<file path="src/rtl/prog_loader.sv">
`default_nettype none
// ============================================================================
// Module   : prog_loader
// Brief    : Streams a program into shared memory, verifies it against a
//            shadow copy, then hands the bus back and kicks the fetcher.
// Revision : 1.0 - initial release
// ============================================================================
module prog_loader #(
    parameter int ADDR_WIDTH = 16,
    parameter int REG_WIDTH  = 8,
    parameter int BASE_ADDR  = 16,
    parameter int LOAD_LEN   = 16
) (
    input  logic                  clk,
    input  logic                  reset,
    input  logic                  start,
    input  logic [REG_WIDTH-1:0]  byte_in,
    input  logic                  byte_valid,
    output logic                  byte_ready,
    output logic [ADDR_WIDTH-1:0] mem_addr,
    output logic [REG_WIDTH-1:0]  mem_dout,
    output logic                  mem_we,
    input  logic [REG_WIDTH-1:0]  mem_din,
    output logic                  manual_mem,
    output logic                  trigger_program,
    output logic                  done,
    output logic                  error,
    output logic [ADDR_WIDTH-1:0] error_addr
);

    localparam int PTR_W = $clog2(LOAD_LEN + 1);
    localparam int IDX_W = (LOAD_LEN > 1) ? $clog2(LOAD_LEN) : 1;

    localparam logic [ADDR_WIDTH-1:0] c_base = ADDR_WIDTH'(BASE_ADDR);
    localparam logic [PTR_W-1:0]      c_last = PTR_W'(LOAD_LEN - 1);
    localparam logic [PTR_W-1:0]      c_len  = PTR_W'(LOAD_LEN);
    localparam logic [PTR_W-1:0]      c_one  = PTR_W'(1);

    typedef enum logic [2:0] {
        S_IDLE    = 3'd0,
        S_LOAD    = 3'd1,
        S_VERIFY  = 3'd2,
        S_TRIGGER = 3'd3,
        S_DONE    = 3'd4,
        S_ERROR   = 3'd5
    } state_t;

    state_t               r_state;
    logic [PTR_W-1:0]     r_ptr;
    logic [REG_WIDTH-1:0] r_shadow [LOAD_LEN];

    logic                  w_accept;
    logic [IDX_W-1:0]      w_wr_idx;
    logic [IDX_W-1:0]      w_rd_idx;
    logic [ADDR_WIDTH-1:0] w_ptr_addr;
    logic [ADDR_WIDTH-1:0] w_chk_addr;
    logic                  w_mismatch;

    assign w_accept   = (r_state == S_LOAD) && byte_valid && byte_ready;
    assign w_wr_idx   = r_ptr[IDX_W-1:0];
    // Readback data lags the issued address by one cycle, so compare entry ptr-1.
    assign w_rd_idx   = IDX_W'(r_ptr - c_one);
    assign w_ptr_addr = c_base + ADDR_WIDTH'(r_ptr);
    assign w_chk_addr = c_base + ADDR_WIDTH'(r_ptr - c_one);
    assign w_mismatch = (mem_din != r_shadow[w_rd_idx]);

    always_ff @(posedge clk) begin
        if (w_accept) begin
            r_shadow[w_wr_idx] <= byte_in;
        end
    end

    always_ff @(posedge clk or posedge reset) begin
        if (reset) begin
            r_state         <= S_IDLE;
            r_ptr           <= '0;
            byte_ready      <= 1'b0;
            mem_addr        <= '0;
            mem_dout        <= '0;
            mem_we          <= 1'b0;
            manual_mem      <= 1'b0;
            trigger_program <= 1'b0;
            done            <= 1'b0;
            error           <= 1'b0;
            error_addr      <= '0;
        end else begin
            mem_we          <= 1'b0;
            trigger_program <= 1'b0;
            case (r_state)
                S_IDLE, S_DONE, S_ERROR: begin
                    if (start) begin
                        r_state    <= S_LOAD;
                        r_ptr      <= '0;
                        byte_ready <= 1'b1;
                        manual_mem <= 1'b1;
                        done       <= 1'b0;
                        error      <= 1'b0;
                        error_addr <= '0;
                    end
                end
                S_LOAD: begin
                    if (w_accept) begin
                        mem_addr <= w_ptr_addr;
                        mem_dout <= byte_in;
                        mem_we   <= 1'b1;
                        if (r_ptr == c_last) begin
                            r_state    <= S_VERIFY;
                            r_ptr      <= '0;
                            byte_ready <= 1'b0;
                        end else begin
                            r_ptr <= r_ptr + c_one;
                        end
                    end
                end
                S_VERIFY: begin
                    if ((r_ptr != '0) && w_mismatch) begin
                        r_state    <= S_ERROR;
                        error      <= 1'b1;
                        error_addr <= w_chk_addr;
                    end else if (r_ptr == c_len) begin
                        r_state         <= S_TRIGGER;
                        trigger_program <= 1'b1;
                        manual_mem      <= 1'b0;
                    end else begin
                        mem_addr <= w_ptr_addr;
                        r_ptr    <= r_ptr + c_one;
                    end
                end
                S_TRIGGER: begin
                    r_state <= S_DONE;
                    done    <= 1'b1;
                end
                default: begin
                    r_state <= S_IDLE;
                end
            endcase
        end
    end

endmodule
`default_nettype wire

</file>
<file path="config.mk">
export PLATFORM = sky130hd
export DESIGN_NAME = prog_loader
export DESIGN_NICKNAME = d
export VERILOG_FILES = /design/src/rtl/prog_loader.sv
export SDC_FILE = /design/constraint.sdc
export NUM_CORES = 1
export LEC_CHECK = 0
export ABC_AREA = 1
export BUFFER_PORTS_ARGS = -buffer_cell sky130_fd_sc_hd__buf_4
export CORE_MARGIN = 2
export CORE_UTILIZATION = 31
export DETAILED_ROUTE_END_ITERATION = 10
export GPL_TIMING_DRIVEN = 0
export PLACE_DENSITY = 0.48
export SETUP_SLACK_MARGIN = 0.2
export SLEW_MARGIN = 30
export SYNTH_ARGS = -nofsm -noshare
export SYNTH_HDL_FRONTEND = slang
export SYNTH_SLANG_ARGS = --single-unit
</file>
<file path="constraint.sdc">
create_clock -name clk -period 3.5 [get_ports clk]
set_input_delay 0 -clock clk [delete_from_list [all_inputs] [get_ports clk]]
set_output_delay 0 -clock clk [all_outputs]
set_load 0.05 [all_outputs]
</file>
Word-level counts from Yosys, hierarchy flattened
Memories as Yosys holds them, arrays and structs flattened. Index checks and enable logic that the tools add are counted.

Reductions and logical operators: 19. Bitwise operators: 0. Div/mod/pow operators: 0. Multipliers: 0. Add/sub/neg operators: 5. Shift operators: 0. Equality and inequality tests: 16. Multiplexer cells: 36. Order comparisons: 0.

Operators by type and width (number): 16-bit two-way mux (5); 16-bit one-hot mux with 2 select lines (2); 5-bit two-way mux (5); 4-bit AND reduction (4); 3-bit two-way mux (5); 5-bit one-hot mux with 3 select lines (1); 1-bit two-way mux (13); 2-bit != test, second input constant (6); 3-bit one-hot mux with 4 select lines (1); 8-bit != test (1); 1-bit one-hot mux with 2 select lines (4); 2-bit nonzero test (4); 6-bit by 6-bit adder with 7-bit output, first input constant (1); 5-bit by 5-bit adder with 6-bit output, first input constant (1); 3-bit by 2-bit == test with 1-bit output, second input constant (2); 3-bit == test, second input constant (2); 5-bit by 1-bit subtractor with 6-bit output, second input constant (1); 5-bit by 1-bit adder with 5-bit output, second input constant (1); 5-bit by 4-bit == test with 1-bit output, second input constant (1); 5-bit == test, second input constant (1); 5-bit AND reduction (1); 5-bit nonzero test (1); 2-bit AND reduction (2); 4-bit by 1-bit subtractor with 4-bit output, second input constant (1); other kinds (8) (10).

Input port bits: 20. Bits in registers: 54. Bits in latches: 0. Memories: 1. Memory bits (read-only): 0. Output and inout bits: 46. Memory bits (writable): 128.

Memory list: r_shadow (depth 16, bits a word 8, rd ports 1, clocked after memory_dff 0, write ports 1, RTL line 50) `logic [REG_WIDTH-1:0] r_shadow [LOAD_LEN];`.

Longest topological paths before layout
Gate-level depths: netlist of run 1. An unclocked memory read counts as a cell.

Word-level depth: 6. Mapped depth: 23. Mapped depth without buffers: 20.

Least setup slack after synthesis of run 1
Ideal clock, no wire load.

Kind: register -> register. Start: register r_ptr[0]. End: register mem_addr[0]. Path slack: 0.850 ns. Arrival time: 2.531 ns. Setup time: 0.119 ns. Cell stages (with the launch flop): 22. Path buffers: 6. Cells stage by stage: dfrtp_1 -> buf_4 -> inv_2 -> buf_6 -> buf_6 -> ha_1 -> buf_2 -> clkbuf_1 -> nand3_1 -> nand3_1 -> nand3_1 -> nand2_1 -> nand2_1 -> nand2_1 -> nand2_1 -> nor2_1 -> nand2_1 -> nand3_2 -> buf_6 -> nand3_4 -> nand2_1 -> nand2_1.

Cells in the longest elaborated chain, start to end: 6. Elaborated cells on any way between the ends: 14. Classes of those cells: 2 x add/sub; 4 x eq/ne; 4 x mux; 3 x reduce/logical; 1 x memory.

Ends and longest elaborated chain: start, declared (RTL line 49) `logic [PTR_W-1:0] r_ptr;`; start signal, assigned (RTL line 111) `r_ptr <= r_ptr + c_one;`; start signal, assigned (RTL line 126) `r_ptr <= r_ptr + c_one;`; 4-bit by 1-bit subtractor with 4-bit output (RTL line 62) `assign w_rd_idx = IDX_W'(r_ptr - c_one);`; memory 16 x 8 bit; 8-bit != test (RTL line 65) `assign w_mismatch = (mem_din != r_shadow[w_rd_idx]);`; 1-bit logical AND (RTL line 116) `if ((r_ptr != '0) && w_mismatch) begin`; 2-bit != test (no source line); 4-bit AND reduction (no source line); end signal, assigned (RTL line 103) `mem_addr <= w_ptr_addr;`; end signal, assigned (RTL line 125) `mem_addr <= w_ptr_addr;`; end, declared (RTL line 20) `output logic [ADDR_WIDTH-1:0] mem_addr,`.

Parallel ways exist; a longest one is shown, timed or not. The select of a mux whose other input is x is not followed. A chain may end at the register's enable or synchronous reset.

Worst setup path after layout of run 1
Start: register r_state[2]. End: memory r_shadow[4][7], enable pin.

Cells in the longest elaborated chain, start to end: 5.

Ends and longest elaborated chain: start, declared (RTL line 48) `state_t r_state;`; start signal, assigned (RTL line 75) `r_state <= S_IDLE;`; start signal, assigned (RTL line 92) `r_state <= S_LOAD;`; start signal, assigned (RTL line 107) `r_state <= S_VERIFY;`; 3-bit by 1-bit == test with 1-bit output (RTL line 59) `assign w_accept = (r_state == S_LOAD) && byte_valid && byte_ready;`; 1-bit logical AND (2 in series) (RTL line 59); 1-bit two-way mux (RTL line 68) `if (w_accept) begin`; 1-bit two-way mux (not written as such) (RTL line 69) `r_shadow[w_wr_idx] <= byte_in;`; end, declared (RTL line 50).

Every way passes these cells.

==> results of run 1 <==
## logic make-up (layout without fill, tap and decap cells)
| kind of cell | count (synthesis) | after routing | share of synthesized area, % |
|---|---|---|---|
| AOI/OAI and AO/OA | 13 | 13 | 0.984 |
| xor gates and xnor gates | 3 | 3 | 0.363 |
| adders and majority gates | 8 | 8 | 1.38 |
| buffers and inverters | 81 | 186 | 6.27 |
| DFF | 163 | 163 | 65.1 |
| other | 1 | 10 | 0.0517 |
| and+or+nand+nor | 430 | 431 | 25.8 |
## synthesized netlist by cell type, types with 4 or more instances
cell type / n / area share, %
buf_6: 6 / 0.93
dfrtp_1: 35 / 12
edfxtp_1: 128 / 53
nand4_1: 11 / 0.95
inv_2: 4 / 0.21
buf_4: 24 / 2.5
buf_2: 12 / 0.83
inv_1: 27 / 1.4
nand3_1: 125 / 8.6
ha_1: 8 / 1.4
nor3_1: 4 / 0.28
nor2_1: 32 / 1.7
o21ai_1: 7 / 0.48
nand2_1: 247 / 13
clkbuf_1: 8 / 0.41
## registers in the layout, indices dropped and copies added, names as in the netlist
register,flops
mem_addr,6
done,1
r_shadow,128
error_addr,7
r_ptr,5
trigger_program,1
error,1
mem_dout,8
mem_we,1
byte_ready,1
manual_mem,1
r_state,3
## worst paths after layout
check	startpoint	to	slack, ns	cells past startpoint
worst max-delay path	r_state[2]	r_shadow[4][7]	0.38	8
worst min register to register	mem_addr[1]	mem_addr[1]	0.47	2
worst max register to register	r_state[2]	r_shadow[4][7]	0.38	8
max in group asynchronous	reset	r_state[1]	2.74	3
worst min-delay path	byte_valid	mem_dout[7]	0.04	4
min in group asynchronous	reset	r_ptr[3]	0.27	3
## metrics by stage
stage                     total power [W]  utilization (%)  cells
after floorplan                   0.00442                -    708
after global placement            0.00534             35.5   1076
after detailed placement          0.00536             35.8   1079
after CTS                         0.00736             39.1   1120
after global routing              0.00785             39.6   1127
final                             0.00742             39.6   1127
## per-layer routing
metal | vias to the layer above | track usage [%] | part of all wire [%]
met5 | - | 0 | 0
met4 | 0 | 5.33 | 1.6
met3 | 18 | 3.66 | 5.0
met2 | 132 | 26.1 | 46
met1 | 2504 | 23.1 | 47
li1 | 2546 | - | -
## layout make-up
| type | count | area, sq um |
|---|---|---|
| Buffer | 50 | 412 |
| Clock buffer | 19 | 433 |
| Clock inverter | 12 | 155 |
| Fill cell | 2250 | 13800 |
| Inverter | 31 | 126 |
| Multi-Input combinational cell | 465 | 2190 |
| Sequential cell | 163 | 4720 |
| Tap cell | 313 | 392 |
| Timing Repair Buffer | 74 | 584 |
## what timing repair did
| item | 4_1_cts | 5_1_grt |
|---|---|---|
| gates cloned | 0 | 1 |
| hold endpoints to repair | 174 | 0 |
| setup buffers | 0 | 6 |
| endpoints found under the setup margin | 24 | 38 |
| resized for setup | 19 | 17 |
| hold buffers | 10 | 0 |
| pin swaps | 0 | 4 |
## critical path: cells and delay by family (launching register included)
| family | cells | cell delay [ns] |
|---|---|---|
| buf+inv | 3 | 0.77 |
| simple gates | 5 | 1.57 |
| flops | 1 | 0.42 |
## layout by cell type, fill, tap and decap left out, types with 4 or more instances in the layout
cell	count
nor2_1	18
edfxtp_1	128
ha_1	8
conb_1	10
nand3_1	120
clkbuf_16	17
dfrtp_1	35
buf_4	88
clkbuf_1	8
buf_2	6
inv_1	26
o21ai_1	7
nor2_2	14
inv_6	4
nand3_2	6
dlygate4sd3_1	10
nand2_1	245
buf_8	4
nand2_2	6
nand4_1	11
nor3_2	4
buf_6	6
## power by group through the flow
stage / registers [W] / clock network (W) / logic [W]
6_report: 0.00236 / 0.00190 / 0.00316
2_1_floorplan: 0.00274 / 0 / 0.00168
3_5_place_dp: 0.00240 / 0 / 0.00296
4_1_cts: 0.00236 / 0.00193 / 0.00306
3_3_place_gp: 0.00240 / 0 / 0.00294
5_1_grt: 0.00238 / 0.00201 / 0.00346
==> run metrics, run 1 <==
Setup-failing EPs final=0; Worst-Skew Late Latency=0.44 ns; I/O pin count=66; CTS buffer count=17; Yosys reg bits=163; CP max stage cell=nor2_2; internal power=0.00439 W; setup_tns=0 ns; Starting Density=31.8%; Clock power frac=25.6%; sequential-to-total area share from yosys stat=65.1%; Flop pwr share=31.8%; FFs w/ async S/R, synth=21.5%; Synth warnings=0; final worst setup slack=0.378 ns; cell area after synthesis=7250 sq um; DRT Wirelength=20000 um; antenna viol nets, final=0; Lkg Pwr=3.74 nW; routed len/inst=17.8 um; global route overflow=0; final instance area=9010 sq um; Main synth FF type=edfxtp_1; switching share of power=40.8%; Final Max Slew Viols=0; Hold Fails Final Rpt=0; Worst EP required=3.56 ns; DIE WIDTH=157 um; Power Dens Cells=824 nW/um^2; Die Area=24600 sq um; syn avg cell area=10.4 sq um; Final min period=3.12 ns; pre-CTS setup slack=-0.292 ns; vias in the first global route=4789; worst hold slack=0.0414 ns; Worst-path clk slew=0.07 ns; status=completed; Max stage delay on crit path=0.67 ns; CP cell instances=nor2_1 -> inv_1 -> nor2_1 -> nand3_1 -> inv_1 -> clkbuf_1 -> nand2_1 -> nor2_2; core area=22800 sq um; initial antenna violation count=0; DRT Pass-1 Iters=5; Placed Area=8150 sq um; Max Cap Viol=0; Period Utilization, post-route=89.2%; worst hold path class=input pin to flip-flop; Combinational Power Share=42.6%; slew at the pin closest to its max-slew limit=0.942 ns; Worst Skew=0.0182 ns; post-DP HPWL=13000 um; switching pwr=0.00303 W; global-route wire length before repair=29200 um; # nets final=830; crit-path max FO=10; Critical Path AT=3.18 ns; number of synthesized flops with an enable pin=128; # diodes=0; slew margin rel.=37.0%; synthesis-to-finish area growth=24.4%; distinct cell type count of the synthesized netlist=29; Critical Path End Type=flip-flop; share of layout cells above drive strength 1=21.7%; Vias=5200; DRT iter0 DRCs=355; CP Class=flip-flop to flip-flop; Clock Path Buffers=2; total track usage=16.7%; Startpoint Class=flip-flop; row count=55; CTS tree=yes; clock sinks=163; RSZ-0062 raised after global routing=yes; IO buf count=55; drt via density=4.61; H-tree Lvls=4; CTS root buf=clkbuf_16; largest net degree at the start of global routing=36; FMAX=320 MHz; GPL Wtd Cong=0.774; Post-Syn Instances=699; worst vdd ir=0.335 mV; Die Span Y=157 um; number of remaining DRC errors=0
Power figures use the tool's default switching activity.
==> inputs of run 2 (changes only) <==
Settings changed: CORE_UTILIZATION 31 to 55, PLACE_DENSITY 0.48 to 0.76.
==> run metrics, run 2 (synthesis results as in run 1) <==
RSZ-0062 raised after global routing=no; critical path launch point=r_ptr[0]; Power Dens Cells=815 nW/um^2 (-1.1%); worst hold slack=0.142 ns (+0.101 ns); total track usage=25.7% (+9.0 points); most common cell after layout, fill and taps aside=nand2_1; row count=41 (-25%); Final min period=3.11 ns (-0.0112 ns); initial antenna violation count=0 (unchanged); Vias=5412 (+4.1%); global-route wire length before repair=27000 um (-7.8%); CP Class=flip-flop to flip-flop; Clock Path Buffers=2 (unchanged); IO buf count=55 (unchanged); clock sinks=163 (unchanged); max reg flops=128 (unchanged); Max stage delay on crit path=0.40 ns (-0.27 ns); Period Utilization, post-route=88.9% (-0.32 points); Worst-path clk slew=0.06 ns (about the same); core area=12700 sq um (-44%); largest net degree at the start of global routing=36 (unchanged); Worst EP required=3.82 ns (+0.26 ns); GPL Wtd Cong=0.921 (+19%); slew margin rel.=33.0% (-4.0 points); H-tree Lvls=4 (unchanged); largest registers=r_shadow (128), mem_dout (8), error_addr (7); crit-path max FO=12 (+2); post-DP HPWL=11500 um (-11%); vias in the first global route=5149 (+7.5%); I/O pin count=66 (unchanged); global route overflow=0 (unchanged); # nets final=825 (-0.60%); Max Cap Viol=0 (unchanged); Final Max Slew Viols=0 (unchanged); Worst-Skew Late Latency=0.43 ns (about the same); FMAX=322 MHz (+0.36%); worst r2r src=r_ptr[0]; CTS root buf=clkbuf_16; Hold EP=mem_dout[1]; status=completed; Worst path most repeated cell=nand2_1; DRT iter0 DRCs=554 (+56%); slew at the pin closest to its max-slew limit=1.00 ns (+0.0598 ns); share of layout cells above drive strength 1=19.4% (-2.4 points); worst vdd ir=0.531 mV (+59%); routed len/inst=18.0 um (+1.3%); hold path cells=4 (unchanged); number of remaining DRC errors=0 (unchanged); Reg-to-Reg End=mem_addr[3]; Critical Path End Type=flip-flop; CTS tree=yes; Power, Total=0.00707 W (-4.7%); most frequent cells in the layout=246 x nand2_1, 128 x edfxtp_1, 125 x nand3_1, 86 x buf_4, 35 x dfrtp_1; Hold Fails Final Rpt=0 (unchanged); DRT Pass-1 Iters=5 (unchanged); largest reg by FF count=r_shadow; CP max stage cell=dfrtp_1; antenna viol nets, final=0 (unchanged); Die Span Y=119 um (-24%); synthesis-to-finish area growth=19.8%; CTS buffer count=17 (unchanged); Setup-failing EPs final=0 (unchanged); worst hold path class=input pin to flip-flop; Starting Density=57.0% (+25 points); cell count of the worst reg-to-reg path=22 (+14); FF-to-FF setup slack=0.39 ns (about the same); Critical Path AT=3.43 ns (+0.25 ns); DRT Wirelength=17700 um (-12%); worst hold start=byte_valid; Worst Skew=0.00811 ns (-0.0101 ns); Startpoint Class=flip-flop; DIE WIDTH=119 um (-24%); # diodes=0 (unchanged); Lkg Pwr=3.68 nW (-1.6%); CP cell instances=buf_6 -> inv_2 -> buf_6 -> buf_8 -> ha_1 -> buf_4 -> clkinv_4 -> buf_6 -> nand3_1 -> nand3_1 -> nand3_1 -> nand2_1 -> nand2_1 -> nand2_1 -> nand2_1 -> nor2_1 -> nand2_2 -> nand3_2 -> buf_8 -> nand3_4 -> nand2_1 -> nand2_1; drt via density=5.51 (+19%); Die Area=14100 sq um (-43%)
## run 2: cell count changes in the layout (fill, tap and decap cells not counted), moves of 3 or more
cell,previous run,this run
nor2_1,18,26
nor2_2,14,6
nand3_1,120,125
nand3_2,6,1
bufinv_16,3,0
inv_4,0,3
inv_6,4,1
## run 2: timing repair
item / CTS / global route
buffers inserted: 0 / 2
gates resized for setup: 7 / 17
hold buffers: 10 / 0
setup endpoints to repair: 23 / 38
endpoints found under the hold margin: 174 / 0
## run 2: metrics by stage
stage	setup slack (ns)	utilization [%]	cell area [sq um]	TNS [ns]	std cells
finish	0.390	68.2	8680	0	982
global route	0.201	68.2	8680	0	982
CTS	0.225	67.8	8620	0	980
detailed placement	-0.0373	62.5	7950	-0.318	938
global placement	0.0591	62.2	7910	0	935
floorplan	0.850	-	7280	0	708
## run 2: worst max-delay path by stage
stage | cells past startpoint | slack (ns) | end
floorplan | 21 | 0.85 | mem_addr[0]
global placement | 21 | 0.06 | mem_addr[4]
detailed placement | 21 | -0.04 | mem_addr[3]
CTS | 22 | 0.23 | mem_addr[3]
global route | 23 | 0.20 | mem_addr[3]
finish | 22 | 0.39 | mem_addr[3]
## run 2: per-layer routing
layer | wire length (um) | vias to the layer above | global-route usage (%)
li1 | - | 2534 | -
met1 | 6970 | 2558 | 32.6
met2 | 8610 | 278 | 40.9
met3 | 1580 | 42 | 6.56
met4 | 496 | 0 | 13.0
met5 | 0 | - | 0
## run 2: power by group
group          internal [W]  total, W  switching, W
Clock               0.00101   0.00174      0.000732
Sequential          0.00226   0.00236     0.0000987
Combinational      0.000927   0.00297       0.00205
## run 2: final cells by class
cell class	count	area (sq um)
fill	948	4040
clock buffer	25	507
sequential	163	4720
buffer	50	378
multi-input combinational	464	2140
inverter	31	124
clock inverter	7	46.3
tap	172	215
timing repair buffer	70	551
## run 2: worst max-delay path, delay by kind of cell, from the launching register on
kind / cells / cell delay, ns
buffers and inverters: 8 / 1.09
DFF: 1 / 0.40
adders and majority gates: 1 / 0.30
and+or+nand+nor: 13 / 1.20
==> inputs of run 3 (changes only) <==
Settings changed: ABC_AREA 1 to unset.
==> run metrics, run 3 <==
CTS root buf=clkbuf_16; crit-path max FO=5 (-7); Critical Path End Type=flip-flop; CTS tree=yes; top cell type's share of synthesized area=54.2% (+1.2 points); global route overflow=0 (unchanged); CTS buffer count=17 (unchanged); row count=41 (unchanged); failing checks=negative setup slack; H-tree Lvls=4 (unchanged); cell area after synthesis=7090 sq um (-2.2%); share of layout cells above drive strength 1=35.4% (+16 points); post-DP HPWL=10300 um (-11%); most common cell after layout, fill and taps aside=edfxtp_1; Post-Syn Instances=455 (-35%); status=finished with violations; Reg-to-Reg End=mem_addr[5]; Critical Path AT=3.88 ns (+0.45 ns); most frequent cells in the layout=128 x edfxtp_1, 92 x buf_4, 52 x nand2_1, 33 x dfrtp_1, 30 x mux4_2; adder and majority gate portion of the synthesized area=1.41% (+0.030 points); FF-to-FF setup slack=-0.07 ns (-0.46 ns); Yosys top cell by area=edfxtp_1; CP max stage cell=mux4_2; filler cell count=817 (-14%); Synth Area in XOR/XNOR=1.32% (+0.96 points); largest cells by area after synthesis=edfxtp_1 54%, dfrtp_1 12%, mux4_2 8.9%; Commonest cells post-synth=128 x edfxtp_1, 53 x nand2_1, 35 x dfrtp_1; Max stage delay on crit path=0.50 ns (+0.10 ns); largest net degree at the start of global routing=29 (-19%); FMAX=280 MHz (-13%); Die Area=13800 sq um (-2.1%); number of synthesized flops with an enable pin=128 (unchanged); largest reg by FF count=r_shadow; sequential-to-total area share from yosys stat=66.6% (+1.4 points); core area=12600 sq um (-0.81%); RSZ-0062 raised after global routing=yes; Core Util, Final=70.8% (+2.5 points); Worst Skew=0.00535 ns (-0.00277 ns); synthesis-to-finish area growth=26.0%; Startpoint Class=flip-flop; drt via density=5.92 (+7.5%); Power Dens Cells=449 nW/um^2 (-45%); Yosys reg bits=163 (unchanged); Crit path max-delay family=buffers and inverters; Setup-failing EPs final=12 (+12); # nets final=599 (-27%); GPL Wtd Cong=0.902 (-2.1%); largest family of logic cells by synthesized area=multiplexers; distinct cell type count of the synthesized netlist=60 (+110%); Worst Path Buf+Inv=7 (-1); final worst setup slack=-0.0699 ns (-0.460 ns); slew at the pin closest to its max-slew limit=0.908 ns (-0.0941 ns); largest registers=r_shadow (128), mem_dout (8), error_addr (7); worst r2r src=r_ptr[0]; CP Class=flip-flop to flip-flop; Lkg Pwr=3.46 nW (-6.0%); Hold Fails Final Rpt=0 (unchanged); Main synth FF type=edfxtp_1; DRT Wirelength=16700 um (-5.4%); # diodes=0 (unchanged); cell count of the worst reg-to-reg path=15 (-32%); antenna viol nets, final=0 (unchanged); initial antenna violation count=0 (unchanged); syn avg cell area=15.6 sq um (+50%); max reg flops=128 (unchanged); top-count cell post-synth=edfxtp_1; slew margin rel.=39.5% (+6.5 points); Max Cap Viol=0 (unchanged); Worst-Skew Late Latency=0.43 ns (about the same); Placed Area=7900 sq um (-0.66%); Starting Density=56.2% (-0.78 points); Final Max Slew Viols=0 (unchanged); Synth warnings=0 (unchanged); total track usage=24.6% (-1.0 points); final instance area=8930 sq um (+2.9%); Worst-path clk slew=0.06 ns (about the same); Synth Area in Compound Gates=4.89% (+3.9 points); I/O pin count=66 (unchanged); IO buf count=55 (unchanged); DRT Pass-1 Iters=5 (unchanged); Vias=4478 (-17%); vias in the first global route=4390 (-15%); global-route wire length before repair=24900 um (-7.7%); worst hold path class=input pin to asynchronous set/reset pin; Period Utilization, post-route=102% (+13 points); CP cell instances=buf_12 -> buf_12 -> inv_12 -> ha_4 -> buf_12 -> inv_8 -> buf_12 -> mux4_2 -> a22oi_2 -> a21oi_2 -> nor4_4 -> nand4_4 -> buf_4 -> or2_1 -> a311o_1; routed len/inst=22.1 um (+23%); Clock Path Buffers=2 (unchanged); DRT iter0 DRCs=427 (-23%); simple-gate area share of the yosys netlist=8.89% (-17 points); worst vdd ir=0.451 mV (-15%); Worst path most repeated cell=buf_12; Die Span Y=118 um (-1.0%); DIE WIDTH=118 um (-1.0%); number of remaining DRC errors=0 (unchanged); FFs w/ async S/R, synth=21.5% (unchanged); Worst EP required=3.81 ns (about the same); mux contribution to synthesized area=12.8% (+13 points); clock sinks=163 (unchanged); Final min period=3.57 ns (+0.460 ns)
run 3: cell families after synthesis:
kind of cell               after synthesis
muxes                                   50
DFF                                    163
AOI/OAI and AO/OA                       47
buffers and inverters                   49
xor gates and xnor gates                 9
other                                    1
and+or+nand+nor                        128
adders and majority gates                8
run 3: tightest hold or removal path: cells and delay by family:
| family | cells | cell delay (ns) |
|---|---|---|
| buf+inv | 3 | 0.89 |
run 3: area by class of cell:
| class | instances | area (sq um) | share of cell area [%] |
|---|---|---|---|
| plain buffers | 36 | 315 | 3.53 |
| clock buffers | 21 | 460 | 5.16 |
| clock inverters | 11 | 110 | 1.23 |
| inverters | 13 | 68.8 | 0.771 |
| multi-input cells | 252 | 2320 | 26.0 |
| flip-flops and latches | 163 | 4720 | 52.9 |
| well taps | 172 | 215 | 2.41 |
| repair buffers | 88 | 719 | 8.06 |
run 3: how the worst max path moves through the flow:
stage	startpoint	slack (ns)	end	cells after the start
finish	r_ptr[0]	-0.07	mem_addr[5]	15
global route	r_ptr[0]	-0.12	r_ptr[0]	14
global placement	r_ptr[0]	-0.65	r_ptr[1]	14
detailed placement	r_ptr[0]	-0.66	error_addr[4]	14
CTS	r_ptr[0]	-0.11	r_ptr[0]	14
floorplan	r_ptr[0]	0.05	r_ptr[0]	13
run 3: power breakdown:
part           total, W  switching (W)  internal, W  leakage [nW]
Clock           0.00181       0.000731      0.00108         0.282
Combinational  0.000115      0.0000746    0.0000405          1.56
Sequential      0.00209   0.0000000580      0.00209          1.62
run 3: layer usage:
| metal | track usage (%) | wire length, um | up-vias |
|---|---|---|---|
| met3 | 6.49 | 1360 | 50 |
| li1 | - | - | 1941 |
| met2 | 40.1 | 8170 | 272 |
| met4 | 9.19 | 598 | 0 |
| met5 | 0 | 0 | - |
| met1 | 32.3 | 6560 | 2215 |
run 3: repair_timing:
action,4_1_cts,5_1_grt
setup buffers,14,6
setup endpoints to repair,24,24
endpoints found under the hold margin,175,0
pin swaps,9,15
resized for setup,16,15
hold buffers,12,0
run 3: through the flow:
stage               instances  setup slack [ns]  TNS (ns)  hold WS (ns)  total power, W
floorplan                 464            0.0498         0        0.0989         0.00218
global placement          691            -0.654    -10.60         0.296         0.00222
finish                    756           -0.0699    -0.396        0.0729         0.00401
detailed placement        692            -0.660    -10.78       -0.0270         0.00223
global route              756            -0.119     -1.39        0.0915         0.00410
CTS                       750            -0.108     -1.07        0.0731         0.00401
